$ cat config.mk
export PLATFORM = sky130hd
export DESIGN_NAME = exec_arith_branch_unit_flat
export DESIGN_NICKNAME = d
export VERILOG_FILES = /design/src/rtl/exec_arith_branch_unit_if.sv /design/src/rtl/exec_arith_branch_unit.sv /design/src/flat_wrapper.sv
export SDC_FILE = /design/constraint.sdc
export NUM_CORES = 1
export LEC_CHECK = 0
export CORE_ASPECT_RATIO = 0.7
export CORE_MARGIN = 3
export CORE_UTILIZATION = 60
export DETAILED_ROUTE_END_ITERATION = 12
export DONT_BUFFER_PORTS = 1
export PLACE_DENSITY = 0.76
export SKIP_CTS_REPAIR_TIMING = 1
export SYNTH_ARGS = -nofsm -noshare
export SYNTH_HDL_FRONTEND = slang
export SYNTH_SLANG_ARGS = --single-unit
$ cat constraint.sdc
create_clock -name clk -period 13.7 [get_ports clk]
set_clock_uncertainty 0.2 [all_clocks]
set_input_delay 2.74 -clock clk [delete_from_list [all_inputs] [get_ports clk]]
set_output_delay 2.74 -clock clk [all_outputs]
set_load 0.05 [all_outputs]
$ cat src/rtl/exec_arith_branch_unit_if.sv
// Operand, opcode, flag and result bundle between decode/regfile and the
// execute-stage arithmetic/branch slice.
interface exec_arith_branch_unit_if #(
  parameter int W_OPR = 32,
  parameter int ADDR  = 32,
  parameter int W_OPC = 7,
  parameter int W_IMM = 16
);
  logic             stall_i;
  logic             v_i;
  logic [ADDR-1:0]  pc_i;
  logic [W_OPC-1:0] opecode_i;
  logic [W_OPR-1:0] opr0_i;
  logic [W_OPR-1:0] opr1_i;
  logic             immf_i;
  logic             immsign_i;
  logic [W_IMM-1:0] imm_i;
  logic             cmp_c_i;
  logic             cmp_z_i;
  logic             cmp_s_i;
  logic             cmp_v_i;
  logic [W_OPR-1:0] result_add_o;
  logic [W_OPR-1:0] result_abs_o;
  logic             branch_o;
  logic [ADDR-1:0]  branch_addr_o;
  logic [3:0]       flags_o;

  modport master (
    output stall_i, v_i, pc_i, opecode_i, opr0_i, opr1_i, immf_i, immsign_i, imm_i,
           cmp_c_i, cmp_z_i, cmp_s_i, cmp_v_i,
    input  result_add_o, result_abs_o, branch_o, branch_addr_o, flags_o
  );

  modport slave (
    input  stall_i, v_i, pc_i, opecode_i, opr0_i, opr1_i, immf_i, immsign_i, imm_i,
           cmp_c_i, cmp_z_i, cmp_s_i, cmp_v_i,
    output result_add_o, result_abs_o, branch_o, branch_addr_o, flags_o
  );
endinterface

$ cat src/rtl/exec_arith_branch_unit.sv
// Execute-stage slice: ADD/SUB adder, ABS unit, branch resolver and the
// architectural {C,Z,S,V} flag register that conditional branches read.
module exec_arith_branch_unit #(
  parameter int W_OPR = 32,
  parameter int ADDR  = 32,
  parameter int W_OPC = 7,
  parameter int W_IMM = 16
) (
  input  logic                        clk,
  input  logic                        reset,
  exec_arith_branch_unit_if.slave     bus
);

  localparam logic [W_OPC-1:0] OPC_CMP = W_OPC'(7'h04);
  localparam logic [W_OPC-1:0] OPC_J   = W_OPC'(7'h1C);
  localparam logic [W_OPC-1:0] OPC_JA  = W_OPC'(7'h1D);

  logic [W_OPR-1:0] op1_s;
  logic [W_OPR-1:0] result_add_s;
  logic [W_OPR-1:0] result_abs_s;
  logic [ADDR-1:0]  op1_addr_s;
  logic [ADDR-1:0]  branch_addr_s;
  logic             is_j_s;
  logic             is_ja_s;
  logic             cond_s;
  logic             branch_s;
  logic [3:0]       flags_d;
  logic [3:0]       flags_q;

  // Operand selection, adder and ABS
  always_comb begin
    op1_s = bus.opr1_i;
    if (bus.immf_i) begin
      if (bus.immsign_i) begin
        op1_s = {{(W_OPR-W_IMM){bus.imm_i[W_IMM-1]}}, bus.imm_i};
      end else begin
        op1_s = {{(W_OPR-W_IMM){1'b0}}, bus.imm_i};
      end
    end else begin
      op1_s = bus.opr1_i;
    end

    if (bus.opecode_i[0]) begin
      result_add_s = bus.opr0_i - op1_s;
    end else begin
      result_add_s = bus.opr0_i + op1_s;
    end

    // The most negative value maps onto itself, as two's complement negation does.
    if (op1_s[W_OPR-1]) begin
      result_abs_s = {W_OPR{1'b0}} - op1_s;
    end else begin
      result_abs_s = op1_s;
    end
  end

  // Condition code evaluated against the registered flags {C,Z,S,V}
  always_comb begin
    cond_s = 1'b0;
    case (bus.opr0_i[3:0])
      4'd0:    cond_s = 1'b1;
      4'd1:    cond_s = flags_q[2];
      4'd2:    cond_s = ~flags_q[2];
      4'd3:    cond_s = flags_q[3];
      4'd4:    cond_s = ~flags_q[3];
      4'd5:    cond_s = flags_q[1];
      4'd6:    cond_s = ~flags_q[1];
      4'd7:    cond_s = flags_q[0];
      4'd8:    cond_s = ~flags_q[0];
      4'd9:    cond_s = ~flags_q[3] & ~flags_q[2];
      4'd10:   cond_s = flags_q[3] | flags_q[2];
      4'd11:   cond_s = (flags_q[1] == flags_q[0]);
      4'd12:   cond_s = (flags_q[1] != flags_q[0]);
      4'd13:   cond_s = ~flags_q[2] & (flags_q[1] == flags_q[0]);
      4'd14:   cond_s = flags_q[2] | (flags_q[1] != flags_q[0]);
      4'd15:   cond_s = 1'b0;
      default: cond_s = 1'b0;
    endcase
  end

  // Branch target and taken decision; stall does not gate the branch
  always_comb begin
    is_j_s     = (bus.opecode_i == OPC_J);
    is_ja_s    = (bus.opecode_i == OPC_JA);
    op1_addr_s = ADDR'(op1_s);
    if (is_j_s) begin
      branch_addr_s = bus.pc_i + op1_addr_s;
    end else if (is_ja_s) begin
      branch_addr_s = op1_addr_s;
    end else begin
      branch_addr_s = {ADDR{1'b0}};
    end
    branch_s = bus.v_i & (is_j_s | is_ja_s) & cond_s;
  end

  // Next flag value: load compare flags on a valid, unstalled CMP
  always_comb begin
    flags_d = flags_q;
    if (!bus.stall_i && bus.v_i && (bus.opecode_i == OPC_CMP)) begin
      flags_d = {bus.cmp_c_i, bus.cmp_z_i, bus.cmp_s_i, bus.cmp_v_i};
    end else begin
      flags_d = flags_q;
    end
  end

  // Architectural flag register
  always_ff @(posedge clk or negedge reset) begin
    if (!reset) begin
      flags_q <= 4'b0000;
    end else begin
      flags_q <= flags_d;
    end
  end

  assign bus.result_add_o  = result_add_s;
  assign bus.result_abs_o  = result_abs_s;
  assign bus.branch_o      = branch_s;
  assign bus.branch_addr_o = branch_addr_s;
  assign bus.flags_o       = flags_q;

endmodule

$ cat src/flat_wrapper.sv
// flat-port wrapper written by rule: the top's interface ports become plain ports
module exec_arith_branch_unit_flat 
#(
  parameter int W_OPR = 32,
  parameter int ADDR  = 32,
  parameter int W_OPC = 7,
  parameter int W_IMM = 16
)
  (clk, reset, bus_stall_i, bus_v_i, bus_pc_i, bus_opecode_i, bus_opr0_i, bus_opr1_i, bus_immf_i, bus_immsign_i, bus_imm_i, bus_cmp_c_i, bus_cmp_z_i, bus_cmp_s_i, bus_cmp_v_i, bus_result_add_o, bus_result_abs_o, bus_branch_o, bus_branch_addr_o, bus_flags_o);
  exec_arith_branch_unit_if #(.W_OPR(W_OPR), .ADDR(ADDR), .W_OPC(W_OPC), .W_IMM(W_IMM)) bus_i ();
  input  logic clk;
  input  logic reset;
  input wire logic [$bits(bus_i.stall_i)-1:0] bus_stall_i;
  input wire logic [$bits(bus_i.v_i)-1:0] bus_v_i;
  input wire logic [$bits(bus_i.pc_i)-1:0] bus_pc_i;
  input wire logic [$bits(bus_i.opecode_i)-1:0] bus_opecode_i;
  input wire logic [$bits(bus_i.opr0_i)-1:0] bus_opr0_i;
  input wire logic [$bits(bus_i.opr1_i)-1:0] bus_opr1_i;
  input wire logic [$bits(bus_i.immf_i)-1:0] bus_immf_i;
  input wire logic [$bits(bus_i.immsign_i)-1:0] bus_immsign_i;
  input wire logic [$bits(bus_i.imm_i)-1:0] bus_imm_i;
  input wire logic [$bits(bus_i.cmp_c_i)-1:0] bus_cmp_c_i;
  input wire logic [$bits(bus_i.cmp_z_i)-1:0] bus_cmp_z_i;
  input wire logic [$bits(bus_i.cmp_s_i)-1:0] bus_cmp_s_i;
  input wire logic [$bits(bus_i.cmp_v_i)-1:0] bus_cmp_v_i;
  output wire logic [$bits(bus_i.result_add_o)-1:0] bus_result_add_o;
  output wire logic [$bits(bus_i.result_abs_o)-1:0] bus_result_abs_o;
  output wire logic [$bits(bus_i.branch_o)-1:0] bus_branch_o;
  output wire logic [$bits(bus_i.branch_addr_o)-1:0] bus_branch_addr_o;
  output wire logic [$bits(bus_i.flags_o)-1:0] bus_flags_o;
  assign bus_i.stall_i = bus_stall_i;
  assign bus_i.v_i = bus_v_i;
  assign bus_i.pc_i = bus_pc_i;
  assign bus_i.opecode_i = bus_opecode_i;
  assign bus_i.opr0_i = bus_opr0_i;
  assign bus_i.opr1_i = bus_opr1_i;
  assign bus_i.immf_i = bus_immf_i;
  assign bus_i.immsign_i = bus_immsign_i;
  assign bus_i.imm_i = bus_imm_i;
  assign bus_i.cmp_c_i = bus_cmp_c_i;
  assign bus_i.cmp_z_i = bus_cmp_z_i;
  assign bus_i.cmp_s_i = bus_cmp_s_i;
  assign bus_i.cmp_v_i = bus_cmp_v_i;
  assign bus_result_add_o = bus_i.result_add_o;
  assign bus_result_abs_o = bus_i.result_abs_o;
  assign bus_branch_o = bus_i.branch_o;
  assign bus_branch_addr_o = bus_i.branch_addr_o;
  assign bus_flags_o = bus_i.flags_o;
  exec_arith_branch_unit #(.W_OPR(W_OPR), .ADDR(ADDR), .W_OPC(W_OPC), .W_IMM(W_IMM)) u_core (.clk(clk), .reset(reset), .bus(bus_i));
endmodule
==> After elaboration in Yosys (flattened, before gate mapping) <==
Cells that the tools add are included.
{ "totals": {"out_inout_bits": 101, "reg_bits": 4, "input_bits": 129, "elab_cells": 47} }
{ "classes": {"bitwise_logic": 11, "addsub": 4, "n_eq_ne": 20, "n_mux": 7, "reduce_logical": 4} }
{ "ops": {"columns": ["cell", "n"], "rows": [
  ["32-bit two-way mux", 6],
  ["32-bit adder", 2],
  ["4-bit equality test (second input constant)", 8],
  ["1-bit by 32-bit subtractor with 32-bit output (first input constant)", 1],
  ["32-bit subtractor", 1],
  ["4-bit by 3-bit equality test with 1-bit output (second input constant)", 4],
  ["1-bit one-hot mux with 16 select lines", 1],
  ["7-bit by 5-bit equality test with 1-bit output (second input constant)", 2],
  ["4-bit by 2-bit equality test with 1-bit output (second input constant)", 2],
  ["7-bit by 3-bit equality test with 1-bit output (second input constant)", 1],
  ["1-bit AND", 4],
  ["4-bit by 1-bit equality test with 1-bit output (second input constant)", 1],
  ["4-bit logical NOT", 1],
  ["1-bit inverter", 4],
  ["1-bit OR", 3],
  ["1-bit logical AND", 2],
  ["1-bit equality test", 1],
  ["1-bit logical NOT", 1],
  ["1-bit inequality test", 1]
]} }

==> Longest topological paths before layout <==
Gate-level depths: netlist (run 1).
{ "depth": {"ltp_word": 4, "ltp_mapped": 23, "depth_no_buf": 19} }

==> Worst setup path after synthesis (run 1) <==
Ideal clock, no wire load.
{ "synth_timing": {"kind": "input -> output", "from": "in bus_immf_i", "to": "out bus_result_add_o[30]", "slack_ns": 2.728, "required_ns": 10.760, "arrival_time_ns": 8.032, "path_buffers": 5, "stages": 23, "cell_sequence": "buf_6 -> buf_8 -> buf_2 -> buf_1 -> buf_1 -> mux2i_1 -> ha_1 -> o21ai_0 -> nor4_1 -> nand2b_1 -> nor2_1 -> nor2_1 -> xnor2_1 -> ha_1 -> and3_1 -> a221o_1 -> a21o_1 -> a21oi_1 -> nor2b_1 -> o41ai_2 -> o221ai_1 -> a221oi_1 -> xnor2_1"} }
{ "synth_via": {"elab_chain_cells": 3, "word_cells_on_any_way": 4, "classes_between": "add/sub (2); mux (2)"} }
{ "synth_lines": {"columns": ["element", "line_no", "text"], "rows": [
  ["start, declared", "flat_wrapper.sv:19", "input wire logic [$bits(bus_i.immf_i)-1:0] bus_immf_i;"],
  ["32-bit two-way mux (*)", "exec_arith_branch_unit.sv:33", "if (bus.immf_i) begin"],
  ["32-bit adder / 32-bit subtractor (equally long branches)", "exec_arith_branch_unit.sv:46, exec_arith_branch_unit.sv:44", null],
  ["32-bit two-way mux (*)", "exec_arith_branch_unit.sv:43", "if (bus.opecode_i[0]) begin"],
  ["end, declared", "flat_wrapper.sv:26", "output wire logic [$bits(bus_i.result_add_o)-1:0] bus_result_add_o;"]
]} }
Every way passes the cells marked *; elsewhere a longest branch is shown, timed or not.

==> Worst setup path after layout (run 1) <==
Ends and elaborated chain as after synthesis.

==> key figures, run 1 <==
Yosys
  – Mapped Area: slightly below 6000 um2
  – Area share of the largest cell type after synthesis: between 10% and 20%
  – Synth Area in Simple Gates: between 20% and 30%
  – Warnings, synthesis: 0
  – Area leader, netlist: ha_1
  – Multiplexer share of the synthesized area: 6.30%
  – FF+latch count, synth: 4
  – Synth Instances: between 800 and 900
  – Number of synthesized flops with an enable pin: 0
  – Register area share after synthesis: 1.72%
  – Syn Area/Cell: approximately 6.7 um2
  – Adder-Cell Fraction of Synth Area: between 10% and 20%
  – XOR/XNOR share of the synthesized area: 13.8%
  – Post-synth top flop: dfrtp_1
  – Post-Syn Nets: approximately 1100
  – Compound-Gate Fraction of Synth Area: around 30%
  – Synth unique cells: 74
  – Synth top area cells: ha_1, xnor2_1, nor2_1
  – Asr flop ratio synth: 100%
  – Largest family of logic cells by synthesized area: compound AO/OA/AOI/OAI gates

Min path
  – Min-Delay Path Class: reg2reg
  – HP Start: u_core.bus.flags_o[3]$_DFFE_PN0P_

STA
  – Final setup vio count: 0
  – Slew headroom: between 15 and 20%
  – Minimum clock period: between 10000 and 15000 ps
  – Post-route clock period utilization: between 70% and 80%
  – Setup_tns: 0 ps
  – Max-slew violations: 0
  – Fmax: 0.0952 GHz
  – RSZ-0062 raised after global routing: false
  – Worst slew pin tran: around 1200 ps
  – Final hold violation count: 0

Route
  – Via density per instance: between 6 and 7
  – Initial DRC Count: 510
  – Post-DR wirelength/cell: about 21 um
  – Post-Route WL: ~20 mm
  – Total vias in the final route: around 6700
  – Final ANT Viol Nets: 0
  – Post-route DRC: 0
  – Detailed Routing Iterations Pass 1: 5

Final layout
  – End-of-flow core utilization: 64.4%
  – Largest register FFs: 4
  – Ant. Diodes: 0
  – Share of cells above drive strength 1: under 10%
  – Layout net count: about 1000
  – Layout Cells excl Fill: 969
  – Layout area overhead: 2.41%

Worst setup path
  – CP Data Arrival Time: around 7600 ps
  – Startpoint types: primary input
  – Crit Path Class: in2out
  – R2r startpoint: u_core.bus.flags_o[1]$_DFFE_PN0P_
  – R2r setup slk: ~12000 ps
  – Critical path origin: bus_immf_i
  – CP required: between 10000 and 15000 ps
  – CP Capture Type: output port
  – Max FO, Critical Path: 73

Placement
  – Cell total after placement: between 900 and 1000
  – DPL Wire Length: ~17 mm
  – RePlAce Congestion: between 0.9 and 1
  – PortBufs: 0

Clocking
  – Num CTS Buffers: 3
  – Clock buffer depth: 2
  – Clk_lat worst skew: 220 ps
  – CTS tree: done
  – Clock Sinks: 4
  – Total number of H-tree levels: 1
  – Root buffer cell: clkbuf_16
  – CTS clock-pin slew for the worst setup and hold paths: 30 ps

Global route
  – Initial antenna violation count: 0
  – All-Layer GR Usage: a little over a third
  – Number of global-route vias before repair: just under 6000
  – Largest net degree at the start of global routing: 74
  – Top Usage Layer GRT: met2
  – Total grt overflow: 0
  – GR Layer Usage met2: approximately 54%
  – Met3 Resource Use GR: around 7.5%
  – First-pass GRT wire length: 30.7 mm
  – Global routing usage on met1: about half

Pwr
  – Pleak: ~2.6 nW
  – Power per Cell Area: just over 90 nW/um2
  – Worst vdd ir: about 0.085 mV
  – Power Total: roughly 0.55 mW

Floorplanning
  – Row cnt: 29
  – Die width: 124 um
  – Die ar.: between 10000 and 15000 um2
  – Die Y: between 80 and 90 um
  – CORE AREA: approximately 9000 um2
  – Initial Util: a little over three fifths
  – Io pins: 230

Run
  – Max cap viols: 0

Status
  – Status: finished clean
[cell type report]
cell class	count	area, um2
fill	876	3290
clock buffer	3	75.1
tap	124	155
inverter	36	135
timing repair buffer	7	52.6
multi-input combinational	795	5440
sequential	4	100
[power breakdown]
part / internal [mW] / leakage [nW] / switching (mW)
Clock: 0.0373 / 0.0370 / 0.00790
Combinational: 0.136 / 2.48 / 0.357
Sequential: 0.0124 / 0.0551 / 0.00327
[cells in the final DEF, fill, tap and decap left out, types with 5 or more instances in the layout]
| cell type | count |
|---|---|
| a21o_1 | 27 |
| mux2i_1 | 19 |
| nor2b_1 | 8 |
| xor2_1 | 27 |
| o22ai_1 | 10 |
| o21ai_1 | 5 |
| ha_1 | 63 |
| and2_1 | 5 |
| inv_1 | 36 |
| or3_1 | 10 |
| nor2_1 | 123 |
| a211o_1 | 7 |
| nand4_1 | 6 |
| o21a_1 | 13 |
| mux2_2 | 11 |
| and3_1 | 8 |
| nand2b_1 | 12 |
| nand2_1 | 79 |
| nor3_1 | 33 |
| a211oi_1 | 15 |
| nor3b_1 | 8 |
| a21oi_1 | 68 |
| nand3_1 | 24 |
| o21ai_0 | 48 |
| xnor2_1 | 65 |
| a31oi_1 | 9 |
| o21bai_1 | 8 |
| buf_4 | 7 |
| or4_1 | 5 |
[critical path: stages]
cell	delay, ps
mux2i_1	410
ha_1	280
o21ai_0	190
nor4_1	430
nand2b_1	210
nor2_1	300
nor2_1	90
xnor2_1	130
ha_1	390
and3_1	200
a221o_1	320
a21o_1	180
a21oi_1	130
nor2b_1	80
o41ai_2	360
o221ai_1	180
a221oi_1	410
xnor2_1	530
[synthesized netlist by cell type, types with 17 or more instances]
cell type  number
a211oi_1       17
mux2i_1        19
xor2_1         27
nor3_1         33
a21oi_1        68
nand2_1        79
a21o_1         27
nand3_1        24
inv_1          36
xnor2_1        65
o21ai_0        50
clkbuf_1       25
nor2_1        123
ha_1           63
[per-layer routing]
layer,vias to the layer above,routed length (um)
met2,431,8630
li1,3138,-
met5,-,0
met3,46,2640
met1,3069,8660
met4,0,459
[worst paths after layout]
path | to | depth (start not counted)
max | bus_result_add_o[30] | 18
min | u_core.bus.flags_o[3]$_DFFE_PN0P_ | 1
max reg2reg | u_core.bus.flags_o[1]$_DFFE_PN0P_ | 1
min reg2reg | u_core.bus.flags_o[3]$_DFFE_PN0P_ | 1
max in group asynchronous | u_core.bus.flags_o[1]$_DFFE_PN0P_ | 0
min in group asynchronous | u_core.bus.flags_o[0]$_DFFE_PN0P_ | 0
[cell families after synthesis]
| kind of cell | after synthesis |
|---|---|
| xor+xnor | 92 |
| compound gates | 260 |
| mux | 33 |
| flops | 4 |
| buf+inv | 75 |
| simple gates | 345 |
| fa+ha+maj | 65 |
[per-stage QoR]
step	hold WS (ps)	setup WS, ps	area [um2]
floorplan	727	2730	5820
global placement	782	3330	5880
detailed placement	802	3270	5880
CTS	808	3260	5960
global route	831	2780	5960
finish	802	3190	5960
No activity file was read; power rests on OpenSTA's default activity.
==> run 2, diff against run 1 <==
Settings changed: PLACE_DENSITY 0.76 to 0.79.
Clock period 13.7 ns to 9.11 ns, I/O delays scaled along.
==> run 2 against run 1 <==
Effect of this change: combinational power rose by 60%; design area grew 2.6%; die area unchanged; count of clock-buffer cells in the layout did not move; routed wire length grew 0.26%; highest routed layer unchanged; cell count grew 1.8%; clock power rose by 49%; global-route usage fell by 0.78 points.
==> key figures, run 2 (synthesized netlist as in run 1, its figures left out) <==
STA
  – Fmax: approximately 0.11 GHz
  – Max-slew violations: 0 (unchanged)
  – Worst slew pin tran: 1220 ps (was 1250 ps)
  – Setup_tns: 0 ps (unchanged)
  – Final setup vio count: 0 (unchanged)
  – Minimum clock period: ~8800 ps
  – Post-route clock period utilization: 96.1%
  – Slew headroom: 17.8% (was 16.5%)
  – Final hold violation count: 0 (unchanged)
  – RSZ-0062 raised after global routing: false (unchanged)

Final layout
  – Ant. Diodes: 0 (unchanged)
  – Largest register FFs: 4 (unchanged)
  – Commonest non-fill, non-tap cell in the layout: nor2_1 (unchanged)
  – Layout Cells excl Fill: 986 (was 969)
  – Layout area overhead: 5.12% (was 2.41%)
  – Layout net count: 1058 (was 1041)
  – Commonest cells after routing, fill and taps aside: nor2_1, nand2_1, a21oi_1 (unchanged)
  – Share of cells above drive strength 1: 8.24% (was 5.92%)

Pwr
  – Power per Cell Area: 144 nW/um2 (was 93.0 nW/um2)
  – Reg power frac: 2.7% (was 2.8%)
  – Combinational share of power: 89.7% (was 89.0%)
  – Clk network pwr share: 7.7% (was 8.2%)
  – Pleak: 2.67 nW (was 2.57 nW)
  – Sw frac: 64.5% (was 66.5%)
  – Int Pwr: 0.313 mW (was 0.185 mW)
  – Worst vdd ir: 0.139 mV (was 0.0846 mV)
  – Net switching power: 0.568 mW (was 0.369 mW)

Status
  – Status: finished clean (unchanged)

Min path
  – Min-Delay Path Class: reg2reg (unchanged)

Clocking
  – Root buffer cell: clkbuf_16 (unchanged)
  – CTS clock-pin slew for the worst setup and hold paths: 30 ps (about the same)
  – Clock Sinks: 4 (unchanged)
  – Clock buffer depth: 2 (unchanged)
  – Total number of H-tree levels: 1 (unchanged)
  – CTS tree: done (unchanged)
  – Num CTS Buffers: 3 (unchanged)
  – Clk_lat worst skew: 220 ps (about the same)

Route
  – Final ANT Viol Nets: 0 (unchanged)
  – Initial DRC Count: 632 (was 510)
  – Detailed Routing Iterations Pass 1: 5 (unchanged)
  – Total vias in the final route: 6823 (was 6684)
  – Post-DR wirelength/cell: 20.7 um (was 21.0 um)
  – Post-Route WL: 20.4 mm (about the same)
  – Post-route DRC: 0 (unchanged)
  – Via density per instance: 6.92 (was 6.90)

Global route
  – First-pass GRT wire length: 30.1 mm (was 30.7 mm)
  – All-Layer GR Usage: 34.0% (was 34.8%)
  – Number of global-route vias before repair: 5852 (was 5822)
  – Largest net degree at the start of global routing: 74 (unchanged)
  – Initial antenna violation count: 0 (unchanged)
  – Total grt overflow: 0 (unchanged)

Worst setup path
  – Slowest stage cell, crit path: a221oi_1 (was xnor2_1)
  – R2R depth: 1 (unchanged)
  – Max FO, Critical Path: 73 (unchanged)
  – CP cell instances: mux2i_1 > ha_1 > o21ai_0 > nor4_1 > nand2b_1 > nor2_1 > nor2_1 > xnor2_1 > ha_1 > and3_1 > a221o_1 > a21o_1 > a21oi_1 > nor2b_1 > o41ai_2 > o221ai_1 > a221oi_1 > xnor2_2 (was mux2i_1 > ha_1 > o21ai_0 > nor4_1 > nand2b_1 > nor2_1 > nor2_1 > xnor2_1 > ha_1 > and3_1 > a221o_1 > a21o_1 > a21oi_1 > nor2b_1 > o41ai_2 > o221ai_1 > a221oi_1 > xnor2_1)
  – CP Data Arrival Time: 6740 ps (was 7570 ps)
  – R2r setup slk: 7770 ps (was 12350 ps)
  – Crit Path Class: in2out (unchanged)
  – Worst setup path end: bus_result_add_o[30] (unchanged)
  – Max stage delay on crit path: 510 ps (was 530 ps)
  – CP Capture Type: output port (unchanged)
  – Reg2reg end: u_core.bus.flags_o[1]$_DFFE_PN0P_ (unchanged)
  – CP required: 7090 ps (was 10760 ps)
  – Critical path origin: bus_immf_i (unchanged)
  – R2r startpoint: u_core.bus.flags_o[1]$_DFFE_PN0P_ (unchanged)
  – Startpoint types: primary input (unchanged)

Floorplanning
  – Die Y: 88.4 um (unchanged)
  – Io pins: 230 (unchanged)
  – CORE AREA: 9250 um2 (unchanged)
  – Row cnt: 29 (unchanged)
  – Die ar.: 10900 um2 (unchanged)
  – Initial Util: 62.9% (unchanged)
  – Die width: 124 um (unchanged)

Placement
  – Cell total after placement: 983 (was 966)
  – PortBufs: 0 (unchanged)
  – RePlAce Congestion: 0.946 (was 0.949)
  – DPL Wire Length: 16.6 mm (was 16.8 mm)

Run
  – Max cap viols: 0 (unchanged)
## run 2: power by group through the flow
stage / Sequential, mW / Combinational (mW) / Clock [mW]
detailed placement: 0.0238 / 0.774 / 0
CTS: 0.0235 / 0.777 / 0.0683
finish: 0.0236 / 0.790 / 0.0675
floorplan: 0.0226 / 0.653 / 0
global placement: 0.0237 / 0.757 / 0
global route: 0.0238 / 0.835 / 0.0693
## run 2: metal layers
layer,track usage [%],vias up,wire [um]
met5,0,-,0
met4,8.64,0,559
met3,6.90,52,2750
met2,52.9,455,8710
met1,48.2,3148,8420
li1,-,3168,-
## run 2: how the worst min path moves through the flow
stage | end | start | slack (ps) | cells past startpoint
floorplan | u_core.bus.flags_o[3]$_DFFE_PN0P_ | u_core.bus.flags_o[3]$_DFFE_PN0P_ | 730 | 1
global placement | u_core.bus.flags_o[3]$_DFFE_PN0P_ | u_core.bus.flags_o[3]$_DFFE_PN0P_ | 790 | 1
detailed placement | u_core.bus.flags_o[2]$_DFFE_PN0P_ | u_core.bus.flags_o[2]$_DFFE_PN0P_ | 800 | 1
CTS | u_core.bus.flags_o[2]$_DFFE_PN0P_ | u_core.bus.flags_o[2]$_DFFE_PN0P_ | 810 | 1
global route | u_core.bus.flags_o[2]$_DFFE_PN0P_ | u_core.bus.flags_o[2]$_DFFE_PN0P_ | 840 | 1
finish | u_core.bus.flags_o[2]$_DFFE_PN0P_ | u_core.bus.flags_o[2]$_DFFE_PN0P_ | 810 | 1
## run 2: final cells by class
class | count | area (um2)
inverters | 36 | 135
multi-input cells | 795 | 5470
fillers | 827 | 3140
repair buffers | 24 | 180
flip-flops and latches | 4 | 100
well taps | 124 | 155
clock buffers | 3 | 75.1
## run 2: critical path, delay by kind of cell
kind,cells,cell delay (ps)
mux,1,440
compound gates,7,1960
xor+xnor,2,470
simple gates,6,1350
fa+ha+maj,2,680
## run 2: through the flow
stage	utilization [%]	setup slack [ps]	hold slack, ps	cell area [um2]	total power [mW]
2_1_floorplan	-	64.9	727	5850	0.676
5_1_grt	66.1	54.0	835	6120	0.928
3_3_place_gp	65.3	719	787	6040	0.780
3_5_place_dp	65.3	514	798	6040	0.798
6_report	66.1	352	814	6120	0.882
4_1_cts	66.1	499	806	6120	0.869
==> run 3, diff against run 2 <==
Settings changed: REMOVE_ABC_BUFFERS set to 1.
==> run 3 against run 2 <==
Effect of this change: die area is the same; non-clock buffer count up 1; global-route usage grew 0.59 points; register-to-register slack about the same; sequential share of layout area about the same; cell count rose by 0.10%; utilization is 0.18 points lower; via count down 1.4%; setup slack better by 58 ps; critical path type unchanged; critical endpoint unchanged; largest cell class unchanged.
==> key figures, run 3 (synthesized netlist as in run 1, its figures left out) <==
Final layout
  – Commonest cells after routing, fill and taps aside: nor2_1, nand2_1, a21oi_1 (unchanged)
  – Layout Cells excl Fill: 987 (was 986)
  – Layout area overhead: 4.84% (was 5.12%)
  – Share of cells above drive strength 1: 8.00% (was 8.24%)
  – Layout net count: 1059 (was 1058)
  – Ant. Diodes: 0 (unchanged)
  – Filler Cell Count: 836 (was 827)
  – Largest register FFs: 4 (unchanged)
  – Commonest non-fill, non-tap cell in the layout: nor2_1 (unchanged)

Route
  – Post-route DRC: 0 (unchanged)
  – Detailed Routing Iterations Pass 1: 6 (was 5)
  – Via density per instance: 6.82 (was 6.92)
  – Initial DRC Count: 656 (was 632)
  – Post-Route WL: 20.2 mm (was 20.4 mm)
  – Final ANT Viol Nets: 0 (unchanged)
  – Post-DR wirelength/cell: 20.5 um (was 20.7 um)
  – Total vias in the final route: 6730 (was 6823)

Worst setup path
  – Startpoint types: primary input (unchanged)
  – CP Data Arrival Time: 6680 ps (was 6740 ps)
  – Crit Path Class: in2out (unchanged)
  – Reg2reg end: u_core.bus.flags_o[1]$_DFFE_PN0P_ (unchanged)
  – Max FO, Critical Path: 73 (unchanged)
  – R2R depth: 1 (unchanged)
  – CP Capture Type: output port (unchanged)
  – R2r startpoint: u_core.bus.flags_o[1]$_DFFE_PN0P_ (unchanged)
  – CP required: 7090 ps (about the same)
  – R2r setup slk: 7760 ps (was 7770 ps)

STA
  – Final setup vio count: 0 (unchanged)
  – Max-slew violations: 0 (unchanged)
  – Minimum clock period: 8700 ps (was 8760 ps)
  – Worst slew pin tran: 1220 ps (about the same)
  – RSZ-0062 raised after global routing: false (unchanged)
  – Setup_tns: 0 ps (unchanged)
  – Final hold violation count: 0 (unchanged)
  – Fmax: 0.115 GHz (was 0.114 GHz)
  – Slew headroom: 17.9% (was 17.8%)
  – Post-route clock period utilization: 95.5% (was 96.1%)

Floorplanning
  – Row cnt: 29 (unchanged)
  – CORE AREA: 9250 um2 (unchanged)
  – Die ar.: 10900 um2 (unchanged)
  – Io pins: 230 (unchanged)
  – Die Y: 88.4 um (unchanged)
  – Die width: 124 um (unchanged)
  – Initial Util: 62.9% (unchanged)

Placement
  – Cell total after placement: 984 (was 983)
  – PortBufs: 0 (unchanged)
  – DPL Wire Length: 16.5 mm (was 16.6 mm)
  – RePlAce Congestion: 1.01 (was 0.946)

Pwr
  – Power per Cell Area: 144 nW/um2 (about the same)
  – Power Total: 0.879 mW (was 0.882 mW)
  – Worst vdd ir: 0.0680 mV (was 0.139 mV)
  – Pleak: 2.66 nW (was 2.67 nW)

Global route
  – Initial antenna violation count: 0 (unchanged)
  – First-pass GRT wire length: 30.7 mm (was 30.1 mm)
  – Largest net degree at the start of global routing: 74 (unchanged)
  – All-Layer GR Usage: 34.6% (was 34.0%)
  – Number of global-route vias before repair: 6054 (was 5852)
  – Total grt overflow: 0 (unchanged)

Clocking
  – Num CTS Buffers: 3 (unchanged)
  – Total number of H-tree levels: 1 (unchanged)
  – Root buffer cell: clkbuf_16 (unchanged)
  – Clock Sinks: 4 (unchanged)
  – Clock buffer depth: 2 (unchanged)
  – Clk_lat worst skew: 230 ps (was 220 ps)
  – CTS clock-pin slew for the worst setup and hold paths: 30 ps (about the same)
  – CTS tree: done (unchanged)

Min path
  – WHS Path Cells: 1 (unchanged)
  – Hold endpoint: u_core.bus.flags_o[3]$_DFFE_PN0P_ (was u_core.bus.flags_o[2]$_DFFE_PN0P_)
  – HP Start: u_core.bus.flags_o[3]$_DFFE_PN0P_ (was u_core.bus.flags_o[2]$_DFFE_PN0P_)
  – Min-Delay Path Class: reg2reg (unchanged)

Status
  – Status: finished clean (unchanged)

Run
  – Max cap viols: 0 (unchanged)
[run 3: worst max-delay path, stage by stage]
cell,delay (ps)
mux2i_1,480
ha_1,300
o21ai_0,240
nor4_2,340
nand2b_1,180
nor2_1,260
nor2_1,90
xnor2_1,140
ha_1,370
and3_1,190
a221o_1,320
a21o_1,170
a21oi_1,160
nor2b_1,100
o41ai_2,410
o221ai_1,170
a221oi_1,350
xnor2_1,530
[run 3: where the power goes]
group	switching, mW	internal [mW]
logic	0.549	0.238
registers	0.00500	0.0187
clock network	0.0132	0.0562
total	0.567	0.312
[run 3: how the worst max path moves through the flow]
stage	slack, ps	end	start	depth (start not counted)
after floorplan	1140	bus_result_add_o[30]	bus_immf_i	18
after global placement	650	bus_result_add_o[30]	bus_immf_i	18
after detailed placement	420	bus_result_add_o[30]	bus_immf_i	18
after CTS	400	bus_result_add_o[30]	bus_immf_i	18
after global routing	100	bus_result_add_o[30]	bus_immf_i	18
final	410	bus_result_add_o[30]	bus_immf_i	18
[run 3: cell type report]
cell class	instances	area [um2]	share of cell area, %
Timing Repair Buffer	25	188	3.08
Clock buffer	3	75.1	1.23
Sequential cell	4	100	1.64
Multi-Input combinational cell	795	5450	89.3
Tap cell	124	155	2.54
Inverter	36	135	2.22
[run 3: through the flow]
step	setup slack [ps]	utilization, %	hold slack (ps)	cell area [um2]
after floorplan	1140	-	727	5650
after global placement	654	65.0	778	6020
after detailed placement	417	65.0	795	6020
after CTS	403	65.9	800	6090
after global routing	104	65.9	842	6100
final	411	65.9	810	6100
[run 3: metal layers]
| metal | wire (um) | share of wire, % | track usage [%] | up-vias |
|---|---|---|---|---|
| met3 | 2430 | 12 | 6.71 | 49 |
| met2 | 8610 | 43 | 52.8 | 432 |
| met5 | 0 | 0 | 0 | - |
| met1 | 8670 | 43 | 49.9 | 3064 |
| li1 | - | - | - | 3185 |
| met4 | 530 | 2.6 | 8.64 | 0 |
